[src/rtl/mem_arbiter.sv]
// mem_arbiter: shares one line-wide memory port between the icache and the
// dcache. One request is latched at a time and driven to memory. The memory
// ready pulse and the read line are routed back to whichever cache owns the
// grant.
//
// Ports:
//   clk, reset                      clock, synchronous active-high reset
//   in_icache_*                     icache fill request (level) + address
//   out_icache_read_data/_ready     icache fill data + completion pulse
//   in_dcache_*                     dcache fill / write-back request + addr + line
//   out_dcache_read_data/_ready     dcache fill data + completion pulse
//   out_mem_*                       registered memory request (addr [3:0] = 0)
//   in_mem_read_data/_ready         memory read line + completion pulse
//   out_grant                       one-hot owner {dcache, icache}
//   out_busy                        transaction in flight or releasing
//   out_icache_count/_dcache_count  completed transactions per requester
module mem_arbiter #(
  parameter int CACHE_LINE_SIZE = 128,
  parameter int DCACHE_PRIORITY = 0
) (
  input  logic                       clk,
  input  logic                       reset,
  input  logic                       in_icache_read_en,
  input  logic [31:0]                in_icache_addr,
  output logic [CACHE_LINE_SIZE-1:0] out_icache_read_data,
  output logic                       out_icache_ready,
  input  logic                       in_dcache_read_en,
  input  logic                       in_dcache_write_en,
  input  logic [31:0]                in_dcache_addr,
  input  logic [CACHE_LINE_SIZE-1:0] in_dcache_write_data,
  output logic [CACHE_LINE_SIZE-1:0] out_dcache_read_data,
  output logic                       out_dcache_ready,
  output logic                       out_mem_read_en,
  output logic                       out_mem_write_en,
  output logic [31:0]                out_mem_addr,
  output logic [CACHE_LINE_SIZE-1:0] out_mem_write_data,
  input  logic [CACHE_LINE_SIZE-1:0] in_mem_read_data,
  input  logic                       in_mem_ready,
  output logic [1:0]                 out_grant,
  output logic                       out_busy,
  output logic [31:0]                out_icache_count,
  output logic [31:0]                out_dcache_count
);

  typedef enum logic [1:0] {S_IDLE, S_BUSY, S_REL} state_e;

  state_e                     state_q, state_d;
  logic [1:0]                 grant_q, grant_d;
  logic                       rd_q, rd_d, wr_q, wr_d;
  logic [31:0]                addr_q, addr_d;
  logic [CACHE_LINE_SIZE-1:0] wdata_q, wdata_d;
  logic                       last_dc_q, last_dc_d;  // 1: last completed owner was dcache
  logic [31:0]                icnt_q, icnt_d, dcnt_q, dcnt_d;

  logic ireq, dreq, pick_d;

  assign ireq = in_icache_read_en;
  assign dreq = in_dcache_read_en | in_dcache_write_en;
  // dcache wins when alone, when it has fixed priority, or when icache went last.
  assign pick_d = dreq & (~ireq | (DCACHE_PRIORITY != 0) | ~last_dc_q);

  always_comb begin
    state_d   = state_q;
    grant_d   = grant_q;
    rd_d      = rd_q;
    wr_d      = wr_q;
    addr_d    = addr_q;
    wdata_d   = wdata_q;
    last_dc_d = last_dc_q;
    icnt_d    = icnt_q;
    dcnt_d    = dcnt_q;
    case (state_q)
      S_IDLE: begin
        if (ireq | dreq) begin
          state_d = S_BUSY;
          if (pick_d) begin
            grant_d = 2'b10;
            wr_d    = in_dcache_write_en;
            rd_d    = ~in_dcache_write_en;
            addr_d  = {in_dcache_addr[31:4], 4'h0};
            wdata_d = in_dcache_write_data;
          end else begin
            grant_d = 2'b01;
            wr_d    = 1'b0;
            rd_d    = 1'b1;
            addr_d  = {in_icache_addr[31:4], 4'h0};
          end
        end
      end
      S_BUSY: begin
        if (in_mem_ready) begin
          state_d   = S_REL;
          rd_d      = 1'b0;
          wr_d      = 1'b0;
          last_dc_d = grant_q[1];
          if (grant_q[0]) icnt_d = icnt_q + 32'd1;
          if (grant_q[1]) dcnt_d = dcnt_q + 32'd1;
        end
      end
      S_REL: begin
        // Requests are not sampled here: the owner is still dropping its enable.
        state_d = S_IDLE;
        grant_d = 2'b00;
      end
      default: begin
        state_d = S_IDLE;
        grant_d = 2'b00;
      end
    endcase
  end

  always_ff @(posedge clk) begin
    if (reset) begin
      state_q   <= S_IDLE;
      grant_q   <= 2'b00;
      rd_q      <= 1'b0;
      wr_q      <= 1'b0;
      addr_q    <= '0;
      wdata_q   <= '0;
      last_dc_q <= 1'b0;
      icnt_q    <= '0;
      dcnt_q    <= '0;
    end else begin
      state_q   <= state_d;
      grant_q   <= grant_d;
      rd_q      <= rd_d;
      wr_q      <= wr_d;
      addr_q    <= addr_d;
      wdata_q   <= wdata_d;
      last_dc_q <= last_dc_d;
      icnt_q    <= icnt_d;
      dcnt_q    <= dcnt_d;
    end
  end

  // Return path is combinational so the owner sees ready in the memory's ready cycle.
  logic busy_s;
  assign busy_s = (state_q == S_BUSY);

  assign out_icache_ready     = busy_s & grant_q[0] & in_mem_ready;
  assign out_dcache_ready     = busy_s & grant_q[1] & in_mem_ready;
  assign out_icache_read_data = (busy_s & grant_q[0]) ? in_mem_read_data : '0;
  assign out_dcache_read_data = (busy_s & grant_q[1]) ? in_mem_read_data : '0;

  assign out_mem_read_en    = rd_q;
  assign out_mem_write_en   = wr_q;
  assign out_mem_addr       = addr_q;
  assign out_mem_write_data = wdata_q;
  assign out_grant          = grant_q;
  assign out_busy           = (state_q != S_IDLE);
  assign out_icache_count   = icnt_q;
  assign out_dcache_count   = dcnt_q;

endmodule

[config.mk]
export PLATFORM = sky130hd
export DESIGN_NAME = mem_arbiter
export DESIGN_NICKNAME = d
export VERILOG_FILES = /design/src/rtl/mem_arbiter.sv
export SDC_FILE = /design/constraint.sdc
export NUM_CORES = 1
export LEC_CHECK = 0
export CORE_AREA = 4 4 310 312
export DETAILED_ROUTE_END_ITERATION = 8
export DIE_AREA = 0 0 314 316
export GPL_TIMING_DRIVEN = 1
export SLEW_MARGIN = 20
export SYNTH_ARGS = -nofsm -noshare
export SYNTH_HDL_FRONTEND = slang
export SYNTH_SLANG_ARGS = --single-unit
[constraint.sdc]
create_clock -name clk -period 1.8 [get_ports clk]
set_input_delay 0.45 -clock clk [delete_from_list [all_inputs] [get_ports clk]]
set_output_delay 0.45 -clock clk [all_outputs]
set_load 0.01 [all_outputs]
==> run summary, run 1 <==
initial core utilization - 11.34%
commonest non-fill, non-tap cells in the layout - clkdlybuf4s50_1 (541), nand2_1 (289), dfxtp_1 (202), and3_1 (198), buf_4 (184)
CP endpoint kind - primary output
GRT Max-Usage Layer - met2
register bit total from synthesis - 227
site row count - 112
design area - 23720 sq um
peak supply drop - 0.0005609 V
failing checks - negative setup slack
Seq/Total Area, Yosys - 43.07%
Synth cell types - 40
skew final - 0.01852 ns
Post-synth EDFFs - 0
Fmax - 397.7 MHz
pin count of the biggest net entering global routing - 79
die footprint - 99220 sq um
Setup Viol. Count Final - 528
Synth Cell Area - 10550 sq um
share of cells above drive strength 1 - 22.39%
die height - 316 microns
clock sinks - 227
All-Layer GR Usage - 14.10%
Overflow after GRT - 0
Largest stage delay, worst path - 0.32 ns
Pre-antenna DRT Iters - 5
GP Congestion - 0.8602
core box area - 93050 sq um
max-cap violations - 0
hpwl dp - 62.43 mm
Power Density - 647.0 nW/um^2
Placed Instance Area - 21870 sq um
most frequent CP cell - buf_4
CTS H-tree depth - 1
worst path required time - 1.35 ns
leakage power - 0.01160 uW
DRC violations left - 0
routed len/inst - 21.71 microns
Max Slew Vio Count - 0
via/cell ratio - 3.968
global-route wire length before repair - 100.9 mm
Crit Path Category - flip-flop to primary output
WP buf/inv - 6
CP cell instances - nor2b_4, buf_12, buf_16, buf_6, buf_4, buf_4, and3_1, buf_2
final hold vios - 0
met1 Usage GRT - 16.00%
vias in the first global route - 13610
DR vias - 14241
cells after synthesis - 1374
io pins - 813
cell family with most CP delay - buffers and inverters
Num CTS Buffers - 29
fin nets - 2627
initial antenna violation count - 37
clock slew at reported path FFs - 0.08 ns
Ys Warns - 0
hold slack - 0.1920 ns
Critical Path Source Type - flip-flop
WL final - 77.91 mm
grt met2 use - 22.53%
hold crit path type - input port to flip-flop
period utilization - 139.7%
Layout area overhead - 124.8%
DRT antenna net count - 0
die width - 314 microns
M3 GR Usage - 6.744%
clock tree from TritonCTS - built
Avg Inst Size Synth - 7.679 sq um
Critical Path AT - 2.06 ns
CP Max Fanout - 8
RSZ-0062 raised after global routing - yes
Iteration-0 DRC Markers - 1053
Port Buffers - 800
Clock Tree Buf Depth - 3
FFs w/ async S/R, synth - 0%
most common cell after layout, fill and taps aside - clkdlybuf4s50_1
min Tclk post-route - 2.514 ns
clk_lat worst skew - 0.58 ns
Worst path slowest cell - dfxtp_2
clk root buf - clkbuf_16
setup ws final - -0.7142 ns
Main synth FF type - dfxtp_1
status - finished with violations
==> metrics by stage <==
stage	setup TNS (ns)	cells	total power [uW]	utilization, %	setup WS (ns)
floorplan	-0.7490	1377	6835	-	-0.1130
global placement	-162.25	3501	9396	23.50	-0.7070
detailed placement	-165.32	3501	9407	23.50	-0.7127
CTS	-271.09	3551	15320	24.55	-1.021
global route	-247.69	3580	16090	25.47	-0.8183
finish	-188.77	3589	15350	25.49	-0.7142
==> Yosys cell counts, types with 2 or more instances <==
master | n | share of area, %
or4_1 | 30 | 2.1
buf_4 | 4 | 0.28
nand2_1 | 289 | 10
inv_1 | 13 | 0.46
and4_1 | 5 | 0.42
or3_1 | 17 | 1.0
nand4_1 | 20 | 1.2
o21ai_0 | 12 | 0.57
ha_1 | 2 | 0.24
nor3_1 | 3 | 0.14
dfxtp_1 | 227 | 43
mux2_2 | 3 | 0.32
clkbuf_1 | 127 | 4.5
a222oi_1 | 28 | 2.7
nand3_1 | 16 | 0.76
a21oi_1 | 173 | 8.2
xor2_1 | 8 | 0.66
and3_1 | 263 | 16
o31ai_1 | 26 | 1.8
nor4_1 | 9 | 0.53
nor2_1 | 58 | 2.1
buf_2 | 5 | 0.24
xnor2_1 | 12 | 1.0
nor2b_1 | 5 | 0.30
and2_1 | 4 | 0.24
==> repair_timing <==
| action | in CTS | in global routing |
|---|---|---|
| gates resized for setup | 109 | 501 |
| hold buffers | 0 | 0 |
| setup buffers | 0 | 11 |
| hold endpoints to repair | 0 | 0 |
| endpoints found under the setup margin | 542 | 659 |
| pin swaps | 0 | 13 |
| cloned | 0 | 10 |
==> power breakdown <==
group / internal (uW) / switching [uW] / leakage [uW] / total [uW]
clock: 3370 / 2390 / 0.000458 / 5770
sequential: 5330 / 183 / 0.00187 / 5510
combinational: 2220 / 1850 / 0.00927 / 4070
total: 10900 / 4430 / 0.0116 / 15300
==> final timing paths <==
| path | from | endpoint | slack, ns | depth (start not counted) |
|---|---|---|---|---|
| setup reg to reg | state_q[1]$_SDFFE_PP0P_ | out_icache_count[20]$_SDFFE_PP0P_ | -0.30 | 6 |
| setup / recovery | state_q[0]$_SDFFE_PP0P_ | out_dcache_read_data[111] | -0.71 | 8 |
| hold / removal | reset | out_icache_count[18]$_SDFFE_PP0P_ | 0.19 | 2 |
| hold reg to reg | out_mem_write_data[72]$_SDFFE_PP0P_ | out_mem_write_data[72]$_SDFFE_PP0P_ | 0.45 | 2 |
==> per-layer routing <==
| metal | routed length, microns | vias up |
|---|---|---|
| met2 | 36040 | 632 |
| li1 | - | 6723 |
| met5 | 192 | - |
| met3 | 9335 | 133 |
| met4 | 3075 | 30 |
| met1 | 29260 | 6723 |
==> sequential cells by signal, summed over array words and instances, names as in the netlist <==
name and flops:
last_dc_q 1, out_dcache_count 32, out_grant 2, out_icache_count 32, out_mem_addr 28, out_mem_read_en 1, out_mem_write_data 128, out_mem_write_en 1
state_q 2
==> cell families (layout without fill, tap and decap cells) <==
group / after synthesis / count (layout) / share of synthesized area (%)
AND/OR/NAND/NOR: 726 / 726 / 35.30
AO/OA/AOI/OAI: 246 / 246 / 13.87
flip-flops: 227 / 227 / 43.07
buffers and inverters: 149 / 1090 / 5.502
XOR/XNOR: 20 / 20 / 1.660
multiplexers: 3 / 3 / 0.3201
adder cells (fa/ha/maj): 2 / 2 / 0.2371
other: 1 / 21 / 0.03554
==> cell type report <==
| class | instances | area (sq um) |
|---|---|---|
| multi-input cells | 1001 | 5846 |
| clock inverters | 8 | 76.32 |
| clock buffers | 42 | 844.6 |
| diodes | 17 | 42.54 |
| flip-flops and latches | 227 | 4598 |
| fillers | 10115 | 69330 |
| well taps | 1254 | 1569 |
| repair buffers | 1027 | 10700 |
| inverters | 13 | 51.30 |
No activity file was read; power rests on OpenSTA's default activity.
==> run 2: changes to the inputs <==
Settings changed: CTS_CLUSTER_SIZE from default to 16.
==> results of run 2 <==
Final layout, timing and power as in run 1 (identical DEF).
